===== src/rtl/control_loop_scheduler.sv =====
// Armed flight-loop sequencer: per control tick runs the shared PID engine over four axes,
// mixes the corrections with the base throttle into four motor bytes, and ramps down on watchdog failsafe.
module control_loop_scheduler #(
    parameter int LOOP_DIV          = 100000,
    parameter int IMU_TIMEOUT_LOOPS = 50,
    parameter int SRF_TIMEOUT_LOOPS = 200,
    parameter int PID_TIMEOUT       = 255,
    parameter int RAMP_STEP         = 1
) (
    input  logic        clock,
    input  logic        reset,
    input  logic        init_done,
    input  logic        init_error,
    input  logic        arm,
    input  logic        imu_new_data,
    input  logic        srf05_new_data,
    input  logic [7:0]  throttle_base,
    output logic        pid_start,
    output logic [1:0]  pid_sel,
    input  logic        pid_done,
    input  logic [15:0] pid_out,
    output logic [31:0] throttles,
    output logic        motors_start,
    output logic        motors_reset,
    output logic [2:0]  state,
    output logic        failsafe,
    output logic        loop_overrun
);

    // state     | meaning
    // IDLE      | disarmed, motors held in reset
    // WAIT_TICK | armed, waiting for the control tick
    // PID_ISSUE | request PID for axis pid_sel
    // PID_WAIT  | waiting for pid_done
    // MIX       | combine corrections into motor bytes
    // UPDATE    | strobe motor controller
    // FAILSAFE  | ramp throttles to zero on each tick
    // LOCKOUT   | motors off until arm is released
    typedef enum logic [2:0] {
        IDLE      = 3'd0,
        WAIT_TICK = 3'd1,
        PID_ISSUE = 3'd2,
        PID_WAIT  = 3'd3,
        MIX       = 3'd4,
        UPDATE    = 3'd5,
        FAILSAFE  = 3'd6,
        LOCKOUT   = 3'd7
    } state_t;

    localparam int              TW        = (LOOP_DIV > 1) ? $clog2(LOOP_DIV) : 1;
    localparam logic [TW-1:0]   TICK_LAST = TW'(LOOP_DIV - 1);
    localparam logic [7:0]      IMU_LIMIT = 8'(IMU_TIMEOUT_LOOPS);
    localparam logic [7:0]      SRF_LIMIT = 8'(SRF_TIMEOUT_LOOPS);
    localparam logic [15:0]     PID_LIMIT = 16'(PID_TIMEOUT - 1);
    localparam logic [7:0]      STEP      = 8'(RAMP_STEP);

    state_t             state_reg, next_state;
    logic [TW-1:0]      tick_cnt;
    logic [7:0]         imu_stale, srf_stale;
    logic [15:0]        pid_wait_cnt;
    logic signed [7:0]  axis [4];
    logic               ramp_pulse;
    logic               running, in_loop, tick, pid_timeout, fs_trig;
    logic signed [10:0] base, roll, pitch, yaw, height;
    logic [31:0]        mix;

    function automatic logic signed [7:0] clip8(input logic signed [15:0] v);
        if (v > 16'sd127)       return 8'sd127;
        else if (v < -16'sd128) return -8'sd128;
        else                    return v[7:0];
    endfunction

    function automatic logic [7:0] clamp255(input logic signed [10:0] v);
        if (v < 11'sd0)          return 8'd0;
        else if (v > 11'sd255)   return 8'hFF;
        else                     return v[7:0];
    endfunction

    function automatic logic [7:0] ramp_down(input logic [7:0] v);
        return (v > STEP) ? v - STEP : 8'd0;
    endfunction

    assign state       = state_reg;
    assign running     = (state_reg != IDLE) && (state_reg != LOCKOUT);
    assign in_loop     = running && (state_reg != FAILSAFE);
    assign tick        = running && (tick_cnt == TICK_LAST);
    assign pid_timeout = (state_reg == PID_WAIT) && !pid_done && (pid_wait_cnt >= PID_LIMIT);
    assign fs_trig     = in_loop && ((imu_stale >= IMU_LIMIT) || (srf_stale >= SRF_LIMIT) || pid_timeout);

    always_ff @(posedge clock) begin
        if (reset) state_reg <= IDLE;
        else       state_reg <= next_state;
    end

    always_comb begin
        next_state = state_reg;
        case (state_reg)
            IDLE:      if (init_done && !init_error && arm) next_state = WAIT_TICK;
            WAIT_TICK: if (tick) next_state = PID_ISSUE;
            PID_ISSUE: next_state = PID_WAIT;
            PID_WAIT:  if (pid_done) next_state = (pid_sel == 2'd3) ? MIX : PID_ISSUE;
            MIX:       next_state = UPDATE;
            UPDATE:    next_state = WAIT_TICK;
            FAILSAFE:  if (throttles == 32'd0) next_state = LOCKOUT;
            LOCKOUT:   if (!arm) next_state = IDLE;
            default:   next_state = IDLE;
        endcase
        if (in_loop) begin
            if (fs_trig)   next_state = FAILSAFE;
            else if (!arm) next_state = IDLE;
        end
    end

    always_comb begin
        pid_start    = (state_reg == PID_ISSUE);
        motors_start = (state_reg == UPDATE) || ((state_reg == FAILSAFE) && ramp_pulse);
        motors_reset = (state_reg == IDLE) || (state_reg == LOCKOUT);
        failsafe     = (state_reg == FAILSAFE) || (state_reg == LOCKOUT);
    end

    // Sign-extend corrections into 11 bits so no four-term sum can overflow before clamping.
    always_comb begin
        base   = signed'({3'b000, throttle_base});
        roll   = {{3{axis[0][7]}}, axis[0]};
        pitch  = {{3{axis[1][7]}}, axis[1]};
        yaw    = {{3{axis[2][7]}}, axis[2]};
        height = {{3{axis[3][7]}}, axis[3]};
        mix    = {clamp255(base + height + roll + pitch - yaw),
                  clamp255(base + height - roll + pitch + yaw),
                  clamp255(base + height - roll - pitch - yaw),
                  clamp255(base + height + roll - pitch + yaw)};
    end

    always_ff @(posedge clock) begin
        if (reset) begin
            tick_cnt     <= '0;
            imu_stale    <= 8'd0;
            srf_stale    <= 8'd0;
            pid_wait_cnt <= 16'd0;
            loop_overrun <= 1'b0;
            ramp_pulse   <= 1'b0;
        end else begin
            if (!running || tick) tick_cnt <= '0;
            else                  tick_cnt <= tick_cnt + 1'b1;

            if (state_reg == IDLE || imu_new_data)  imu_stale <= 8'd0;
            else if (tick && imu_stale != 8'hFF)    imu_stale <= imu_stale + 8'd1;

            if (state_reg == IDLE || srf05_new_data) srf_stale <= 8'd0;
            else if (tick && srf_stale != 8'hFF)     srf_stale <= srf_stale + 8'd1;

            if (state_reg != PID_WAIT)       pid_wait_cnt <= 16'd0;
            else if (pid_wait_cnt != 16'hFFFF) pid_wait_cnt <= pid_wait_cnt + 16'd1;

            if (state_reg == IDLE) loop_overrun <= 1'b0;
            else if (tick && in_loop && state_reg != WAIT_TICK) loop_overrun <= 1'b1;

            ramp_pulse <= (state_reg == FAILSAFE) && tick;
        end
    end

    always_ff @(posedge clock) begin
        if (reset) begin
            pid_sel <= 2'd0;
            for (int i = 0; i < 4; i++) axis[i] <= 8'sd0;
        end else if (state_reg == WAIT_TICK) begin
            pid_sel <= 2'd0;
        end else if (state_reg == PID_WAIT && pid_done) begin
            axis[pid_sel] <= clip8(signed'(pid_out));
            if (pid_sel != 2'd3) pid_sel <= pid_sel + 2'd1;
        end
    end

    always_ff @(posedge clock) begin
        if (reset || next_state == IDLE) begin
            throttles <= 32'd0;
        end else if (state_reg == MIX && next_state == UPDATE) begin
            throttles <= mix;
        end else if (state_reg == FAILSAFE && tick) begin
            throttles <= {ramp_down(throttles[31:24]), ramp_down(throttles[23:16]),
                          ramp_down(throttles[15:8]),  ramp_down(throttles[7:0])};
        end
    end

endmodule

===== config.mk =====
export PLATFORM = sky130hd
export DESIGN_NAME = control_loop_scheduler
export DESIGN_NICKNAME = d
export VERILOG_FILES = /design/src/rtl/control_loop_scheduler.sv
export SDC_FILE = /design/constraint.sdc
export NUM_CORES = 1
export LEC_CHECK = 0
export ABC_AREA = 1
export CORE_AREA = 5 5 171 173
export CTS_CLUSTER_DIAMETER = 40
export DETAILED_ROUTE_END_ITERATION = 12
export DIE_AREA = 0 0 176 178
export PLACE_DENSITY = 0.55
export REMOVE_ABC_BUFFERS = 1
export SYNTH_ARGS = -nofsm -noshare
export SYNTH_HDL_FRONTEND = slang
export SYNTH_SLANG_ARGS = --single-unit

===== constraint.sdc =====
create_clock -name clock -period 10.85 [get_ports clock]
set_input_delay 1.085 -clock clock [delete_from_list [all_inputs] [get_ports clock]]
set_output_delay 1.085 -clock clock [all_outputs]
set_load 0.03 [all_outputs]

# Word level (Yosys, flattened, before mapping)
# Memory sizes are Yosys's and may differ from the RTL's.
# Cells that the tools add are included.
# totals
rom_bits	0
mem_count	1
latchBits	0
output_inout_bits	42
reg_bits	88
wordCells	144
mem_bits_rw	32
# mem_list
memory	words	width	rd	rd_clocked_by_memory_dff	write_ports	line	rtl
axis	4	8	4	0	4	61	logic signed [7:0] axis [4];
# op_classes
div_mod_pow	0
mul	0
n_mux	38
reduce_logical	41
add_sub_neg	20
order_cmp	17
bitwise_logic	0
shifts	0
eq_ne	18
# ops
op	count
$mux W8	18
$mux W32	2
$add A11 B8 Y11	4
$gt A11 B9 Y1 const B	4
$lt A11 B1 Y1 const B	4
$sub A11 B8 Y11	4
$gt A8 B1 Y1 const B	4
$logic_not A32 Y1	1
$sub A8 B1 Y8 const B	4
$mux W3	9
$pmux W3 S8	1
$add A17 B1 Y17 const B	1
$eq A17 B17 Y1 const B	1
$add A16 B1 Y16 const B	1
$add A8 B1 Y8 const B	2
$ge A16 B8 Y1 const B	1
$gt A16 B8 Y1 const B	1
$logic_and A1 B1 Y1	16
$lt A16 B8 Y1 const B	1
$ne A16 B16 Y1 const B	1
$ne A8 B8 Y1 const B	2
$eq A3 B3 Y1 const B	5
$reduce_or A2 Y1	6
$add A10 B8 Y11	1
other kinds (21)	40

# Logic depth before layout (Yosys ltp)
# Gate-level depths: netlist (run 1).
# logic_depth
depth_word	11
depth_mapped	30

# Worst setup path after synthesis (run 1)
# Ideal clock, no wire load.
# synth_timing
kind	input port to flip-flop
from	in throttle_base[0]
to	reg throttles[12]
required_ps	10729
setup_slack_ps	5423
t_arrival_ps	5306
cell_stages	26
setup_time_ps	121
n_path_buf	1
path_cell_list	ha_1 -> inv_1 -> fa_1 -> o21ai_0 -> a21oi_1 -> o21bai_1 -> xnor2_1 -> inv_1 -> ha_1 -> clkbuf_1 -> nand2_1 -> nor3_1 -> nand2_1 -> o211ai_1 -> xor2_1 -> fa_1 -> inv_1 -> ha_1 -> inv_1 -> nor3_1 -> nand3_1 -> nand3_1 -> xor2_1 -> nand2_1 -> o211ai_1 -> a21oi_2
# synth_between
elab_chain_len	8
elab_cells_between_ends	9
# synth_rtl
item	line	rtl
start: declaration	17	input logic [7:0] throttle_base,
$add A9 B8 Y10 *	130	clamp255(base + height - roll - pitch - yaw),
$sub A10 B8 Y11 *	130	
$sub A11 B8 Y11 * (2 in series)	130	
$gt A11 B9 Y1	75	else if (v > 11'sd255) return 8'hFF;
$mux W8	75	
$mux W8 *	74	if (v < 11'sd0) return 8'd0;
$mux W32 *	177	end else if (state_reg == MIX && next_state == UPDATE) begin
end signal: assignment	178	throttles <= mix;
end signal: assignment	180	throttles <= {ramp_down(throttles[31:24]), ramp_down(throttles[23:16]),
end: declaration	22	output logic [31:0] throttles,
# Every way passes the cells marked *; elsewhere a longest branch is shown, timed or not.
# A chain may end at the register's enable or synchronous reset.

# Worst setup path after layout (run 1)
# layout_timing
from	in throttle_base[0]
to	reg throttles[17]
# layout_between
elab_chain_len	8
elab_cells_between_ends	9
# layout_rtl
item	line	rtl
$add A9 B8 Y10 *	129	clamp255(base + height - roll + pitch + yaw),
$sub A10 B8 Y11 *	129	
$add A11 B8 Y11 * (2 in series)	129	
$gt A11 B9 Y1	75	
$mux W8	75	
$mux W8 *	74	
$mux W32 *	177	
# Marked as above.

==> results of run 1 <==
layout make-up:
type	instances	area share
Clock buffer	17	0.03451
Multi-Input combinational cell	1060	0.5529
Timing Repair Buffer	74	0.05989
Tap cell	346	0.03512
Inverter	274	0.08404
Sequential cell	120	0.2209
Clock inverter	15	0.01269
where the power goes:
| group | internal (uW) | leakage, uW | switching (uW) |
|---|---|---|---|
| Sequential | 463 | 0.00104 | 5.89 |
| Combinational | 329 | 0.00430 | 589 |
| Clock | 325 | 0.000283 | 248 |
synth_stat cells (2+ instances only):
library cell / instances / area (sq um)
a211oi_1: 4 / 30.03
a21o_1: 5 / 37.54
a21oi_1: 107 / 535.5
a21oi_2: 20 / 175.2
a31oi_1: 12 / 75.07
buf_2: 7 / 35.03
buf_6: 5 / 56.30
clkbuf_1: 2 / 7.510
clkbuf_2: 5 / 25.02
clkbuf_8: 5 / 68.82
dfxtp_1: 88 / 1762
edfxtp_1: 32 / 960.9
fa_1: 44 / 880.8
ha_1: 89 / 1114
inv_1: 267 / 1002
inv_2: 5 / 18.77
nand2_1: 229 / 859.6
nand2_2: 9 / 56.30
nand3_1: 86 / 430.4
nand3b_1: 11 / 82.58
nand4_1: 30 / 187.7
nor2_1: 133 / 499.2
nor2_2: 4 / 25.02
nor3_1: 45 / 225.2
nor3_2: 2 / 20.02
nor3b_1: 5 / 37.54
nor4_1: 12 / 75.07
o211ai_1: 24 / 180.2
o21ai_0: 92 / 460.4
o21ai_1: 6 / 30.03
o21bai_1: 2 / 15.01
o31ai_1: 4 / 30.03
or2_2: 4 / 25.02
xnor2_1: 22 / 192.7
xor2_1: 49 / 429.2
worst max-delay path, stage by stage:
cell and delay (ns):
clkdlybuf4s50_1 0.47, ha_1 0.19, inv_1 0.06, fa_1 0.40, o21ai_0 0.31, xnor2_1 0.16
inv_1 0.07, ha_1 0.47, nand2_1 0.15, o21ai_0 0.39, a31o_2 0.23, xor2_1 0.27
inv_1 0.09, fa_1 0.49, inv_1 0.05, ha_1 0.32, inv_1 0.07, nor4_1 0.30
nand2_1 0.09, nand3_1 0.09, xor2_1 0.14, nand2_1 0.19, o211ai_1 0.34, a21oi_2 0.08
worst max-delay path by stage:
stage | to | slack (ns)
after floorplan | throttles[12] | 5.54
after global placement | throttles[17] | 4.30
after detailed placement | throttles[17] | 4.25
after CTS | throttles[17] | 4.64
after global routing | throttles[17] | 4.24
final | throttles[17] | 4.63
per-layer routing:
layer / part of all wire / track usage
met5: 0 / 0
met4: 0.013 / 0.04386
met3: 0.038 / 0.03095
met2: 0.47 / 0.3028
met1: 0.48 / 0.2293
logic make-up after synthesis:
kind of cell	after synthesis	share of synthesized area
xor gates and xnor gates	71	0.05763
AOI/OAI and AO/OA	281	0.1494
and+or+nand+nor	575	0.2396
adders and majority gates	133	0.1848
DFF	120	0.2523
buffers and inverters	301	0.1163
per-stage QoR:
step / hold slack, ns / utilization / total power [uW] / cell area [sq um] / std cells
after floorplan: 0.4175 / - / 1174 / 10570 / 1454
after global placement: 0.4313 / 0.4275 / 1394 / 11750 / 1874
after detailed placement: 0.4332 / 0.4275 / 1394 / 11750 / 1874
after CTS: 0.4477 / 0.4486 / 1976 / 12330 / 1906
after global routing: 0.4698 / 0.4486 / 2128 / 12330 / 1906
final: 0.4450 / 0.4486 / 1960 / 12330 / 1906
==> impl_metrics.env, run 1 <==
export IMPL_criticalPathCategory="in2reg"
export IMPL_ff_latch_area_sq_mm=0.002723
export IMPL_dr_first_iter_drc_count=529
export IMPL_multi_input_area_sq_mm=0.006815
export IMPL_port_buffers=73
export IMPL_rows=61
export IMPL_die_x_microns=176
export IMPL_grt_first_pass_wirelength_microns=45180
export IMPL_synth_async_reset_ratio=0
export IMPL_cts_buffer_depth=2
export IMPL_grt_use_total=0.1755
export IMPL_clock_skew_ns=0.01289
export IMPL_power_density_mw_per_mm2=159.0
export IMPL_holdPathEnd="tick_cnt[0]"
export IMPL_via_per_inst=5.029
export IMPL_htreeDepth=4
export IMPL_layout_cells_most_common_list="inv_1 (267), nand2_1 (228), nor2_1 (133), a21oi_1 (107), o21ai_0 (92)"
export IMPL_min_from="tick_cnt[0]"
export IMPL_antenna_left=0
export IMPL_post_drt_wl_per_cell_microns=14.13
export IMPL_drv_slew=0
export IMPL_die_h_microns=178
export IMPL_reg_largest_list="axis (32), throttles (32), tick_cnt (17)"
export IMPL_grt_antenna_before_repair=0
export IMPL_antenna_cells=0
export IMPL_syn_avg_cell_area_sq_um=7.286
export IMPL_worst_slack_ns=4.631
export IMPL_floorplan_initialDensity=0.3927
export IMPL_min_path_cells=1
export IMPL_critPathLaunch="throttle_base[0]"
export IMPL_worstPathRequired_ns=11.16
export IMPL_ys_ff_latch=120
export IMPL_maxCapViolations=0
export IMPL_core_area_sq_mm=0.02748
export IMPL_netlist_instances=1481
export IMPL_gp_congestion=0.8745
export IMPL_dr_pass1_iters=7
export IMPL_dp_slack_ns=4.250
export IMPL_reg2reg_to="throttles[17]"
export IMPL_cts_buffers=17
export IMPL_synth_edf_count=32
export IMPL_path_max_fanout=9
export IMPL_root_buffer="clkbuf_16"
export IMPL_synth_top_flop_cell="dfxtp_1"
export IMPL_grt_max_degree=66
export IMPL_p_leak_uw=0.005619
export IMPL_timing_final_crit_share=0.5732
export IMPL_clk_pin_slew_worst_paths_ns=0.06
export IMPL_tns_ns=0
export IMPL_via_count=9585
export IMPL_ir_worst_vdd_uv=85.88
export IMPL_startpoint_type="primary input"
export IMPL_cts_resized=0
export IMPL_yosys_warnings=0
export IMPL_min_period_ns=6.219
export IMPL_grt_overflow=0
export IMPL_cp_arrival_ns=6.53
export IMPL_ff2ff_setup_slack_ns=5.45
export IMPL_ios=74
export IMPL_worstSetupEndpointType="flop"
export IMPL_rsz0062_at_grt="false"
export IMPL_syn2layout_area_growth_pct=14.24
export IMPL_worstReg2RegStart="axis[3][0]"
export IMPL_outcome="complete, no violations"
export IMPL_synth_cell_type_count=50
export IMPL_postCtsHoldBufs=0
export IMPL_drive_gt1_frac=0.05449
export IMPL_nets=1712
export IMPL_slew_headroom=0.2686
export IMPL_worst_r2r_path_depth=23
export IMPL_syn_area_sq_mm=0.01079
export IMPL_clkSinkCount=120
export IMPL_finalSetupViolCount=0
export IMPL_drc=0
export IMPL_fmax_mhz=160.8
export IMPL_clk_latency_ns=0.43
export IMPL_nFillCells=2831
export IMPL_final_common_cell="inv_1"
export IMPL_cts_tree="built"
export IMPL_synth_seq_area_share=0.2523
export IMPL_hold_class="reg2reg"
export IMPL_dieArea_sq_mm=0.03133
export IMPL_totalWireLength_microns=26940
export IMPL_worst_pin_slew_ns=1.097
export IMPL_grt_pass1_vias=9344
export IMPL_hold_viol=0
export IMPL_cts_setup_buffers=0
export IMPL_hpwl_microns=21920
No activity file was read; power rests on OpenSTA's default activity.
==> run 2: changes to the inputs <==
==> constraint.sdc (replaced) <==
create_clock -name clock -period 6.1 [get_ports clock]
set_input_delay 0.61 -clock clock [delete_from_list [all_inputs] [get_ports clock]]
set_output_delay 0.61 -clock clock [all_outputs]
set_load 0.03 [all_outputs]
==> run 2 against run 1 <==
Against the previous run:
- flip-flop and latch count did not move
- die area did not move
- core utilization rose by 0.055 points
- total power rose by 77%
- sequential share of layout area barely moved
- critical endpoint unchanged
- largest power group unchanged
==> impl_metrics.env, run 2 (same netlist as run 1, synthesis figures left out) <==
export IMPL_drv_slew=0
export IMPL_met1_usage=0.2284
export IMPL_path_cells="clkdlybuf4s50_1, ha_1, inv_1, fa_1, o21ai_0, xnor2_1, inv_1, ha_1, nand2_1, o21ai_0, a31o_2, xor2_1, inv_1, fa_1, inv_1, ha_1, inv_1, nor4_1, nand2_1, nand3_1, xor2_1, nand2_1, o211ai_1, a21oi_2"
export IMPL_multi_input_area_sq_mm=0.006815
export IMPL_dieArea_sq_mm=0.03133
export IMPL_core_area_sq_mm=0.02748
export IMPL_worst_slack_ns=0.4702
export IMPL_reg_largest_list="axis (32), throttles (32), tick_cnt (17)"
export IMPL_grt_most_used_layer="met2"
export IMPL_via_per_inst=5.013
export IMPL_grtUsageMet2=0.2972
export IMPL_syn2layout_area_growth_pct=14.38
export IMPL_clk_pin_slew_worst_paths_ns=0.06
export IMPL_antenna_cells=0
export IMPL_outcome="complete, no violations"
export IMPL_stdcell_count=1909
export IMPL_slowest_delay_ns=0.49
export IMPL_hpwl_microns=21510
export IMPL_cts_buffers=17
export IMPL_grt_antenna_before_repair=0
export IMPL_cts_tree="built"
export IMPL_worstPathRequired_ns=6.40
export IMPL_worst_pin_slew_ns=1.073
export IMPL_dr_first_iter_drc_count=566
export IMPL_grt_first_pass_wirelength_microns=44500
export IMPL_die_x_microns=176
export IMPL_slowest_stage="fa_1"
export IMPL_grt_pass1_vias=9168
export IMPL_tns_ns=0
export IMPL_root_buffer="clkbuf_16"
export IMPL_p_total_uw=3466
export IMPL_port_buffers=73
export IMPL_grt_use_total=0.1727
export IMPL_criticalPathCategory="in2reg"
export IMPL_ir_worst_vdd_uv=145.6
export IMPL_cts_resized=0
export IMPL_drive_gt1_frac=0.05630
export IMPL_dr_pass1_iters=5
export IMPL_grt_met3_usage=0.02925
export IMPL_hold_class="reg2reg"
export IMPL_min_period_ns=5.630
export IMPL_postCtsHoldBufs=0
export IMPL_ff_latch_area_sq_mm=0.002723
export IMPL_gp_congestion=0.8751
export IMPL_cp_arrival_ns=5.93
export IMPL_floorplan_initialDensity=0.3927
export IMPL_worstSetupEndpointType="flop"
export IMPL_grt_overflow=0
export IMPL_power_density_mw_per_mm2=280.9
export IMPL_totalWireLength_microns=26480
export IMPL_via_count=9569
export IMPL_clkSinkCount=120
export IMPL_fin_hold_ws_ns=0.4453
export IMPL_post_drt_wl_per_cell_microns=13.87
export IMPL_crit_family="adder cells"
export IMPL_path_max_fanout=9
export IMPL_dp_slack_ns=0.04131
export IMPL_nets=1715
export IMPL_clk_latency_ns=0.43
export IMPL_crit_buf_inv=6
export IMPL_startpoint_type="primary input"
export IMPL_rows=61
export IMPL_nFillCells=2798
export IMPL_grt_max_degree=66
export IMPL_cts_setup_buffers=0
export IMPL_maxCapViolations=0
export IMPL_final_common_cell="inv_1"
export IMPL_layout_cells_most_common_list="inv_1 (267), nand2_1 (228), nor2_1 (133), a21oi_1 (107), o21ai_0 (92)"
export IMPL_timing_final_crit_share=0.9229
export IMPL_dpl_cell_count=1877
export IMPL_antenna_left=0
export IMPL_cpMostUsedCell="inv_1"
export IMPL_clock_skew_ns=0.01912
export IMPL_htreeDepth=4
export IMPL_finalSetupViolCount=0
export IMPL_fmax_mhz=177.6
export IMPL_cts_buffer_depth=2
export IMPL_ios=74
export IMPL_die_h_microns=178
export IMPL_drc=0
export IMPL_rsz0062_at_grt="false"
export IMPL_p_leak_uw=0.005635
export IMPL_hold_viol=0
export IMPL_slew_headroom=0.2819
[run 2: cell types whose count changed in the layout (fill, tap and decap cells not counted), sizes merged]
cell      change
inv           -2
clkinvlp      -1
clkinv        +2
clkbuf        +1
buf           +3
[run 2: layout make-up]
type	instances	share of cell area
multi-input combinational	1060	0.5522
tap	346	0.03508
clock inverter	14	0.01095
timing repair buffer	77	0.06164
clock buffer	18	0.03558
sequential	120	0.2206
inverter	274	0.08394
[run 2: power by group]
| part | switching (uW) | internal, uW |
|---|---|---|
| combinational | 1050 | 589 |
| sequential | 10.1 | 824 |
| clock | 414 | 581 |
| total | 1470 | 1990 |
[run 2: worst paths after layout]
| check | startpoint | to | slack, ns | depth (start not counted) |
|---|---|---|---|---|
| min reg2reg | tick_cnt[0] | tick_cnt[0] | 0.45 | 1 |
| max reg2reg | axis[3][2] | throttles[17] | 0.76 | 23 |
| max | throttle_base[0] | throttles[17] | 0.47 | 24 |
| min | tick_cnt[0] | tick_cnt[0] | 0.45 | 1 |
[run 2: through the flow]
step / utilization / cell area, sq um
floorplan: - / 10570
global placement: 0.4283 / 11770
detailed placement: 0.4283 / 11770
CTS: 0.4492 / 12340
global route: 0.4492 / 12340
finish: 0.4492 / 12340
[run 2: metal layers]
layer / up-vias / wire [microns]
met1: 4404 / 12670
met5: - / 0
li1: 4979 / -
met3: 27 / 878
met2: 159 / 12550
met4: 0 / 385
